$ cat config.mk
export PLATFORM = sky130hd
export DESIGN_NAME = dual_up_counter
export DESIGN_NICKNAME = d
export VERILOG_FILES = /design/src/rtl/dual_up_counter.sv
export SDC_FILE = /design/constraint.sdc
export NUM_CORES = 1
export LEC_CHECK = 0
export BUFFER_PORTS_ARGS = -buffer_cell sky130_fd_sc_hd__buf_2
export CORE_AREA = 2 2 39 41
export DETAILED_ROUTE_END_ITERATION = 10
export DIE_AREA = 0 0 41 43
export GPL_TIMING_DRIVEN = 0
export REMOVE_ABC_BUFFERS = 1
export SYNTH_ARGS = -nofsm -noshare
export SYNTH_HDL_FRONTEND = slang
export SYNTH_SLANG_ARGS = --single-unit
$ cat constraint.sdc
create_clock -name clk -period 2.5 [get_ports clk]
set_clock_uncertainty 0.1 [all_clocks]
set_input_delay 0.375 -clock clk [delete_from_list [all_inputs] [get_ports clk]]
set_output_delay 0.375 -clock clk [all_outputs]
set_load 0.01 [all_outputs]
$ cat src/rtl/dual_up_counter.sv
// dual_up_counter
//   Two free-running WIDTH-bit up-counters on a shared clock and reset:
//   a synchronous binary counter and an asynchronous ripple counter built
//   from a chain of toggle flops. Once the ripple has settled, both carry
//   the same count.
//
// Parameters
//   WIDTH       counter width, 2..16
//
// Ports
//   clk         rising-edge clock
//   rstn        asynchronous reset, active HIGH despite the name
//   out_sync    synchronous counter value
//   out_ripple  ripple counter value
//   wrap        one-cycle pulse in the cycle out_sync reads 0 after all-ones
//   mismatch    (only with DUAL_COUNTER_MISMATCH_EN) sticky flag, set if the
//               sampled ripple count ever differs from the synchronous count
//
// Optional build macro: DUAL_COUNTER_MISMATCH_EN

// One ripple stage: toggles on every rising edge of its clock input.
module dual_up_counter_tff (
    input  logic clk,
    input  logic rst,
    output logic q
);
    always_ff @(posedge clk or posedge rst) begin
        if (rst) q <= 1'b0;
        else     q <= ~q;
    end
endmodule

module dual_up_counter #(
    parameter int WIDTH = 4
) (
    input  logic             clk,
    input  logic             rstn,
    output logic [WIDTH-1:0] out_sync,
    output logic [WIDTH-1:0] out_ripple,
`ifdef DUAL_COUNTER_MISMATCH_EN
    output logic             mismatch,
`endif
    output logic             wrap
);

    // Synchronous counter and its wrap pulse. wrap is registered from the
    // pre-increment value, so it lands in the cycle out_sync reads 0.
    always_ff @(posedge clk or posedge rstn) begin
        if (rstn) begin
            out_sync <= '0;
            wrap     <= 1'b0;
        end else begin
            out_sync <= out_sync + 1'b1;
            wrap     <= (out_sync == {WIDTH{1'b1}});
        end
    end

    // Ripple chain: stage 0 runs off clk; stage i runs off the inverted
    // output of stage i-1, so it toggles when that bit falls 1->0.
    logic [WIDTH-1:0] rclk;
    assign rclk[0] = clk;

    genvar i;
    generate
        for (i = 1; i < WIDTH; i++) begin : g_rclk
            assign rclk[i] = ~out_ripple[i-1];
        end
        for (i = 0; i < WIDTH; i++) begin : g_stage
            dual_up_counter_tff u_tff (
                .clk (rclk[i]),
                .rst (rstn),
                .q   (out_ripple[i])
            );
        end
    endgenerate

`ifdef DUAL_COUNTER_MISMATCH_EN
    // The ripple value is sampled at clk through two stages; out_sync is
    // delayed by the same two stages so both samples refer to one cycle.
    // Sampling at the edge captures the value settled during the prior cycle.
    logic [WIDTH-1:0] rip_s1, rip_s2, syn_d1, syn_d2;

    always_ff @(posedge clk or posedge rstn) begin
        if (rstn) begin
            rip_s1   <= '0;
            rip_s2   <= '0;
            syn_d1   <= '0;
            syn_d2   <= '0;
            mismatch <= 1'b0;
        end else begin
            rip_s1 <= out_ripple;
            rip_s2 <= rip_s1;
            syn_d1 <= out_sync;
            syn_d2 <= syn_d1;
            if (rip_s2 != syn_d2) mismatch <= 1'b1;
        end
    end
`endif

endmodule

==> results.sh, run 1 <==
export IMPL_ctsResizeCount=0
export IMPL_dieHeight_um=43
export IMPL_synthAdderAreaFrac_pct=3.85
export IMPL_ys_warn_count=0
export IMPL_first_global_vias=193
export IMPL_unclocked_regs=3
export IMPL_clk_pin_slew_worst_paths_ps=50
export IMPL_final_cell_area_um2=398
export IMPL_cp_num_cells=1
export IMPL_synth_area_leaders="dfrtp_1, dfrtn_1, buf_4"
export IMPL_drv_cap=0
export IMPL_syn_inst=24
export IMPL_gr_total_overflow=0
export IMPL_layout_nets=39
export IMPL_area_growth_pct=22.3
export IMPL_vdd_ir_drop_max_v=0.000222
export IMPL_grt_pass1_wl_um=848
export IMPL_tns_ps=0
export IMPL_ys_seq_area_share_pct=69.2
export IMPL_setup_viol=0
export IMPL_crit_required_ps=2030
export IMPL_synth_ff_type="dfrtp_1"
export IMPL_reg2reg_depth=2
export IMPL_crit_path_end_kind="output pin"
export IMPL_synth_xor_area_share_pct=5.38
export IMPL_drive_gt1_share_pct=44.1
export IMPL_core_um2=1380
export IMPL_timing_final_hold_violations=0
export IMPL_clockRootBuffer="clkbuf_4"
export IMPL_start_util_pct=23.5
export IMPL_drv_slew=0
export IMPL_critical_path_slowest_cell="dfrtp_1"
export IMPL_grt_max_degree=10
export IMPL_post_route_util_pct=28.8
export IMPL_yosys_area_top_type="dfrtp_1"
export IMPL_vias_per_cell=3.58
export IMPL_n_antenna_cell=0
export IMPL_vias=179
export IMPL_wl_per_cell_um=10.0
export IMPL_synth_mux_area_share_pct=0
export IMPL_start_kind="register"
export IMPL_grt_util_all_layers_pct=8.01
export IMPL_tightestPinTransition_ps=344
export IMPL_period_share_pct=52.5
export IMPL_hold_buffers=1
export IMPL_antenna_found_initial=0
export IMPL_syn_area_um2=325
export IMPL_ant_nets=0
export IMPL_cts_buffers=3
export IMPL_final_cells=50
export IMPL_worst_ep_arrival_time_ps=840
export IMPL_clock_latency_ps=250
export IMPL_crit_chain="buf_2"
export IMPL_cp_max_fo=4
export IMPL_synthTopCellsByCount="dfrtp_1, inv_1, buf_4"
export IMPL_cts_tree="built"
export IMPL_drtIter0Drc=0
export IMPL_synth_top_family_by_area="buffers and inverters"
export IMPL_syn_area_per_cell_um2=13.6
export IMPL_port_buffers=10
export IMPL_wl_um=500
export IMPL_gp_congestion=0.636
export IMPL_whs_ps=352
export IMPL_yosysTopAreaCellShare_pct=46.2
export IMPL_ys_ff_latch=9
export IMPL_synthSimpleGateAreaFrac_pct=5.38
export IMPL_final_min_clock_period_ps=1310
export IMPL_hp_class="reg -> reg"
export IMPL_pwr_density_cell_nw_per_um2=480
export IMPL_die_w_um=41
export IMPL_dpl_instance_area_um2=365
export IMPL_ios=11
export IMPL_dr_pass1_iters=1
export IMPL_cp_slowest_stage_delay_ps=430
export IMPL_power_leakage_uw=0.000241
export IMPL_slew_headroom_pct=77.0
export IMPL_path_buf_inv=1
export IMPL_worstSetupPathType="reg -> out"
export IMPL_htree_levels=1
export IMPL_drc=0
export IMPL_die_area_um2=1760
export IMPL_max_freq_mhz=762
export IMPL_hpwlAfterDp_um=382
export IMPL_outcome="completed"
export IMPL_untimed_endpoints=6
export IMPL_whs_path_depth=1
export IMPL_async_reset_ff_share_pct=100
export IMPL_crit_family="flip-flops"
export IMPL_rows=14
export IMPL_rsz0062_at_grt="no"
export IMPL_postCtsSetupRepairBufs=0
export IMPL_dp_cells=46
export IMPL_synth_cell_types=9
export IMPL_synth_compound_area_share_pct=0
export IMPL_synth_edff_count=0
export IMPL_clock_path_buffers=2
export IMPL_fillers=145
## final cells by class
| class | instances | area [µm²] | area share (%) |
|---|---|---|---|
| inverters | 6 | 22.5 | 5.66 |
| multi-input cells | 5 | 47.5 | 11.9 |
| repair buffers | 11 | 60.1 | 15.1 |
| well taps | 16 | 20.0 | 5.03 |
| flip-flops and latches | 9 | 225 | 56.6 |
| clock buffers | 3 | 22.5 | 5.66 |
## cells in the final DEF (no fill, tap or decap), drive strengths merged
cell / synthesis / final
dlygate4sd3: 0 / 1
and3: 1 / 1
buf: 4 / 10
dfrtp: 6 / 6
nand3: 1 / 1
xnor2: 1 / 1
inv: 6 / 6
clkbuf: 0 / 3
xor2: 1 / 1
ha: 1 / 1
dfrtn: 3 / 3
## stage by stage
| step | setup slack (ps) | total power [µW] |
|---|---|---|
| after floorplan | 1430 | 101 |
| after global placement | 1440 | 103 |
| after detailed placement | 1430 | 103 |
| after CTS | 1180 | 197 |
| after global routing | 1160 | 202 |
| final | 1190 | 191 |
## path summary, 6_finish.rpt
check                                             start                            to  slack (ps)
setup reg to reg                  out_sync[0]$_DFF_PP0_                wrap$_DFF_PP0_        1440
hold / removal             g_stage[0].u_tff.q$_DFF_PP0_  g_stage[0].u_tff.q$_DFF_PP0_         350
setup / recovery                  out_sync[2]$_DFF_PP0_                   out_sync[2]        1190
max in group asynchronous                          rstn         out_sync[1]$_DFF_PP0_        1510
min in group asynchronous                          rstn                wrap$_DFF_PP0_         530
hold reg to reg            g_stage[0].u_tff.q$_DFF_PP0_  g_stage[0].u_tff.q$_DFF_PP0_         350
## where the power goes
part / switching (µW) / internal (µW) / total (µW)
Combinational: 3.03 / 1.66 / 4.69
Clock: 34.7 / 54.3 / 89.0
Sequential: 0 / 97.4 / 97.4
## kinds of logic (layout without fill, tap and decap cells)
kind of cell | count (synthesis) | after routing
xor+xnor | 2 | 2
fa+ha+maj | 1 | 1
buf+inv | 10 | 20
flops | 9 | 9
simple gates | 2 | 2
## sequential cells by signal, summed over array words and instances (netlist names)
name	flops
g_stage.u_tff.q	4
out_sync	4
wrap	1
## per-layer routing
metal	vias to the layer above	wire (µm)	global-route usage, %
met5	-	0	0
met4	0	8	4.00
met3	2	68	7.85
met2	14	189	9.69
met1	77	234	8.97
li1	86	-	-
No activity file was read; power rests on OpenSTA's default activity.
==> run 2, diff against run 1 <==
--- a/config.mk
+++ b/config.mk
@@ -5,6 +5,7 @@
 export SDC_FILE = /design/constraint.sdc
 export NUM_CORES = 1
 export LEC_CHECK = 0
+export ABC_AREA = 1
 export BUFFER_PORTS_ARGS = -buffer_cell sky130_fd_sc_hd__buf_2
 export CORE_AREA = 2 2 39 41
 export DETAILED_ROUTE_END_ITERATION = 10
==> constraint.sdc (replaced) <==
create_clock -name clk -period 1.1 [get_ports clk]
set_clock_uncertainty 0.1 [all_clocks]
set_input_delay 0.165 -clock clk [delete_from_list [all_inputs] [get_ports clk]]
set_output_delay 0.165 -clock clk [all_outputs]
set_load 0.01 [all_outputs]
==> results.sh, run 2 <==
export IMPL_syn_inst=28
export IMPL_grt_util_all_layers_pct=7.02
export IMPL_globalRoute_busiestLayer="met2"
export IMPL_synth_area_leaders="dfrtp_1, dfrtn_1, buf_4"
export IMPL_rsz0062_at_grt="yes"
export IMPL_vdd_ir_drop_max_v=0.000824
export IMPL_met1_usage_pct=6.04
export IMPL_crit_path_end_kind="output pin"
export IMPL_drv_cap=0
export IMPL_start_kind="register"
export IMPL_first_global_vias=198
export IMPL_cts_tree="built"
export IMPL_gp_congestion=0.567
export IMPL_cp_startpoint="out_sync[2]$_DFF_PP0_"
export IMPL_reg2reg_depth=2
export IMPL_ys_seq_area_share_pct=68.4
export IMPL_cts_buffers=3
export IMPL_clockRootBuffer="clkbuf_4"
export IMPL_outcome="completed"
export IMPL_yosysTopAreaCellShare_pct=45.6
export IMPL_crit_chain="buf_6"
export IMPL_max_freq_mhz=937
export IMPL_swShare_pct=18.0
export IMPL_tightestPinTransition_ps=330
export IMPL_ios=11
export IMPL_grt_pass1_wl_um=752
export IMPL_cp_slowest_stage_delay_ps=430
export IMPL_die_w_um=41
export IMPL_cp_max_fo=5
export IMPL_dr_pass1_iters=2
export IMPL_crit_family="flip-flops"
export IMPL_worstSetupPathType="reg -> out"
export IMPL_fillers=155
export IMPL_dieHeight_um=43
export IMPL_pwr_density_cell_nw_per_um2=1020
export IMPL_clock_path_buffers=2
export IMPL_r2r_start="out_sync[0]$_DFF_PP0_"
export IMPL_grt_max_degree=10
export IMPL_final_cell_area_um2=417
export IMPL_synthTopCellsByCount="inv_1, dfrtp_1, buf_4"
export IMPL_grt_use_met2_pct=10.3
export IMPL_switching_power_uw=76.3
export IMPL_yosys_area_top_type="dfrtp_1"
export IMPL_power_leakage_uw=0.000245
export IMPL_wl_per_cell_um=7.82
export IMPL_timing_final_hold_violations=0
export IMPL_layout_nets=44
export IMPL_combPwrFrac_pct=2.5
export IMPL_use_met3_pct=7.85
export IMPL_area_growth_pct=26.6
export IMPL_cp_num_cells=1
export IMPL_port_buffers=10
export IMPL_synth_cell_types=10
export IMPL_drv_slew=0
export IMPL_rows=14
export IMPL_crit_required_ps=830
export IMPL_seq_power_share_pct=52.2
export IMPL_synth_edff_count=0
export IMPL_critical_path_slowest_cell="dfrtp_2"
export IMPL_start_util_pct=23.8
export IMPL_reg_largest_list="g_stage.u_tff.q (4), out_sync (4), wrap (1)"
export IMPL_dpl_instance_area_um2=369
export IMPL_setup_viol=0
export IMPL_htree_levels=1
export IMPL_clock_latency_ps=240
export IMPL_n_antenna_cell=0
export IMPL_vias_per_cell=3.69
export IMPL_ys_ff_latch=9
export IMPL_antenna_found_initial=0
export IMPL_yosysMostFrequentCell="inv_1"
export IMPL_syn_area_um2=329
export IMPL_die_area_um2=1760
export IMPL_ant_nets=0
export IMPL_final_common_cell="buf_2"
export IMPL_final_min_clock_period_ps=1070
export IMPL_synth_ff_type="dfrtp_1"
export IMPL_core_um2=1380
export IMPL_p_int_uw=348
export IMPL_drive_gt1_share_pct=38.5
export IMPL_path_buf_inv=1
export IMPL_syn_area_per_cell_um2=11.8
export IMPL_wl_um=430
export IMPL_worst_ep_arrival_time_ps=800
export IMPL_gr_total_overflow=0
export IMPL_clock_power_share_pct=45.3
export IMPL_final_cell_mix="buf_2, inv_1, dfrtp_1"
export IMPL_vias=203
export IMPL_drc=0
export IMPL_ys_warn_count=0
export IMPL_clk_pin_slew_worst_paths_ps=40
export IMPL_slew_headroom_pct=78.0
export IMPL_untimed_endpoints=6
export IMPL_period_share_pct=97.1
export IMPL_hp_class="in -> async"
export IMPL_unclocked_regs=3
export IMPL_async_reset_ff_share_pct=100
export IMPL_whs_ps=326
export IMPL_drtIter0Drc=2
[run 2: changes by cell type after synthesis, sizes merged]
cell,change
xnor2,-1
nand4,+1
inv,+1
and3,-1
nand2,+3
nor2,+1
[run 2: area by class of cell]
class / count / area, µm² / share of cell area, %
inverter: 7 / 26.3 / 6.31
multi-input combinational: 8 / 47.5 / 11.4
sequential: 9 / 226 / 54.4
timing repair buffer: 12 / 73.8 / 17.7
clock buffer: 3 / 22.5 / 5.41
tap: 16 / 20.0 / 4.80
[run 2: power by group through the flow]
| stage | combinational, µW | clock (µW) | sequential, µW |
|---|---|---|---|
| global placement | 8.44 | 0 | 225 |
| CTS | 11.3 | 202 | 221 |
| finish | 10.5 | 192 | 222 |
| detailed placement | 8.47 | 0 | 225 |
| global route | 12.0 | 219 | 221 |
| floorplan | 5.13 | 0 | 225 |
[run 2: logic make-up (layout without fill, tap and decap cells)]
kind of cell	after synthesis	after routing	share of synthesized area, %
buffers and inverters	11	22	17.1
DFF	9	9	68.4
adders and majority gates	1	1	3.80
xor gates and xnor gates	1	1	2.66
and+or+nand+nor	6	6	7.98
[run 2: final timing paths]
kind	endpoint	slack [ps]
min reg2reg	g_stage[0].u_tff.q$_DFF_PP0_	330
max in group asynchronous	out_sync[2]$_DFF_PP0_	310
max reg2reg	out_sync[2]$_DFF_PP0_	110
min	out_sync[3]$_DFF_PP0_	330
min in group clk	g_stage[0].u_tff.q$_DFF_PP0_	330
max	out_sync[2]	30
[run 2: what timing repair did]
action                                  CTS  global route
setup buffers                             0             1
hold buffers                              1             0
endpoints found under the setup margin    0             2
resized for setup                         0             2
endpoints found under the hold margin     6             0
[run 2: routing by layer]
metal  vias up  wire length (µm)  part of all wire (%)
met5         -                 0                     0
met3         0                55                    13
li1        101                 -                     -
met2         9               178                    41
met1        93               195                    45
met4         0                 0                     0
[run 2: through the flow]
step	setup slack [ps]	instances	utilization, %	total power [µW]	TNS [ps]
finish	32.4	55	30.1	424	0
CTS	5.43	54	29.0	435	0
global route	-5.26	55	30.1	452	-5.26
global placement	108	50	26.7	233	0
detailed placement	92.1	50	26.7	233	0
floorplan	81.2	24	-	230	0
==> run 3, diff against run 2 <==
==> constraint.sdc (replaced) <==
create_clock -name clk -period 1.2 [get_ports clk]
set_clock_uncertainty 0.1 [all_clocks]
set_input_delay 0.18 -clock clk [delete_from_list [all_inputs] [get_ports clk]]
set_output_delay 0.18 -clock clk [all_outputs]
set_load 0.01 [all_outputs]
==> results.sh, run 3 (synthesized netlist as in run 2, its figures left out) <==
export IMPL_crit_path_end_kind="output pin"
export IMPL_clock_path_buffers=2
export IMPL_first_global_vias=198
export IMPL_cts_buffers=3
export IMPL_ctsResizeCount=0
export IMPL_unclocked_regs=3
export IMPL_start_kind="register"
export IMPL_grt_pass1_wl_um=752
export IMPL_crit_family="flip-flops"
export IMPL_max_freq_mhz=916
export IMPL_crit_required_ps=920
export IMPL_hold_buffers=1
export IMPL_ios=11
export IMPL_hp_class="reg -> reg"
export IMPL_reg_largest_list="g_stage.u_tff.q (4), out_sync (4), wrap (1)"
export IMPL_fillers=156
export IMPL_die_w_um=41
export IMPL_clockRootBuffer="clkbuf_4"
export IMPL_n_antenna_cell=0
export IMPL_path_buf_inv=1
export IMPL_drv_slew=0
export IMPL_dr_pass1_iters=2
export IMPL_grt_util_all_layers_pct=7.02
export IMPL_vias_per_cell=3.65
export IMPL_gr_total_overflow=0
export IMPL_final_common_cell="buf_2"
export IMPL_dpl_instance_area_um2=369
export IMPL_slew_headroom_pct=78.0
export IMPL_setup_viol=0
export IMPL_grt_max_degree=10
export IMPL_area_growth_pct=22.1
export IMPL_worstSetupPathType="reg -> out"
export IMPL_htree_levels=1
export IMPL_power_leakage_uw=0.000242
export IMPL_period_share_pct=91.0
export IMPL_die_area_um2=1760
export IMPL_vias=197
export IMPL_critical_path_slowest_cell="dfrtp_1"
export IMPL_rsz0062_at_grt="no"
export IMPL_clk_pin_slew_worst_paths_ps=40
export IMPL_cp_slowest_stage_delay_ps=420
export IMPL_final_cell_area_um2=402
export IMPL_antenna_found_initial=0
export IMPL_wl_per_cell_um=7.93
export IMPL_outcome="completed"
export IMPL_tightestPinTransition_ps=329
export IMPL_port_buffers=10
export IMPL_drive_gt1_share_pct=34.2
export IMPL_final_cell_mix="buf_2, inv_1, dfrtp_1"
export IMPL_start_util_pct=23.8
export IMPL_cp_max_fo=5
export IMPL_final_cells=54
export IMPL_core_um2=1380
export IMPL_pwr_density_cell_nw_per_um2=969
export IMPL_cts_tree="built"
export IMPL_tns_ps=0
export IMPL_rows=14
export IMPL_postCtsSetupRepairBufs=0
export IMPL_drtIter0Drc=2
export IMPL_crit_chain="buf_2"
export IMPL_final_min_clock_period_ps=1090
export IMPL_dp_cells=50
export IMPL_wl_um=428
export IMPL_drv_cap=0
export IMPL_timing_final_hold_violations=0
export IMPL_untimed_endpoints=6
export IMPL_gp_congestion=0.567
export IMPL_ant_nets=0
export IMPL_worst_ep_arrival_time_ps=810
export IMPL_drc=0
export IMPL_dieHeight_um=43
export IMPL_clock_latency_ps=240
export IMPL_layout_nets=43
export IMPL_vdd_ir_drop_max_v=0.000756
==> run 3: changes by cell type in the layout (fill, tap and decap cells not counted), sizes merged <==
cell	change
buf	-1
==> run 3: path summary, 6_finish.rpt <==
kind / start / endpoint / slack (ps) / cells after the start
hold reg to reg: g_stage[0].u_tff.q$_DFF_PP0_ / g_stage[0].u_tff.q$_DFF_PP0_ / 330 / 1
setup / recovery: out_sync[2]$_DFF_PP0_ / out_sync[2] / 110 / 1
min in group asynchronous: rstn / out_sync[3]$_DFF_PP0_ / 340 / 3
hold / removal: g_stage[0].u_tff.q$_DFF_PP0_ / g_stage[0].u_tff.q$_DFF_PP0_ / 330 / 1
max in group asynchronous: rstn / out_sync[0]$_DFF_PP0_ / 410 / 3
setup reg to reg: out_sync[0]$_DFF_PP0_ / out_sync[2]$_DFF_PP0_ / 190 / 2
==> run 3: stage by stage <==
stage	total power (µW)	setup slack, ps	hold slack [ps]	util (%)
detailed placement	214	192	54.6	26.7
finish	389	108	326	29.0
global placement	214	208	53.8	26.7
CTS	399	90.4	338	29.0
floorplan	211	181	-92.1	-
global route	414	47.5	356	29.0
==> run 3: cell type report <==
cell class / instances / area [µm²] / area share, %
Clock buffer: 3 / 22.5 / 5.61
Sequential cell: 9 / 225 / 56.1
Inverter: 7 / 26.3 / 6.54
Tap cell: 16 / 20.0 / 4.98
Timing Repair Buffer: 11 / 60.1 / 15.0
Multi-Input combinational cell: 8 / 47.5 / 11.8
==> run 3: layer usage <==
| metal | track usage (%) | wire (µm) | share of wire, % | vias up |
|---|---|---|---|---|
| li1 | - | - | - | 100 |
| met1 | 6.04 | 189 | 44 | 88 |
| met2 | 10.3 | 180 | 42 | 9 |
| met3 | 7.85 | 58 | 14 | 0 |
| met4 | 2.00 | 0 | 0 | 0 |
| met5 | 0 | 0 | 0 | - |
==> run 3: power by group <==
part	internal (µW)	switching [µW]
registers	203	0
clock network	113	64.0
logic	3.47	6.15
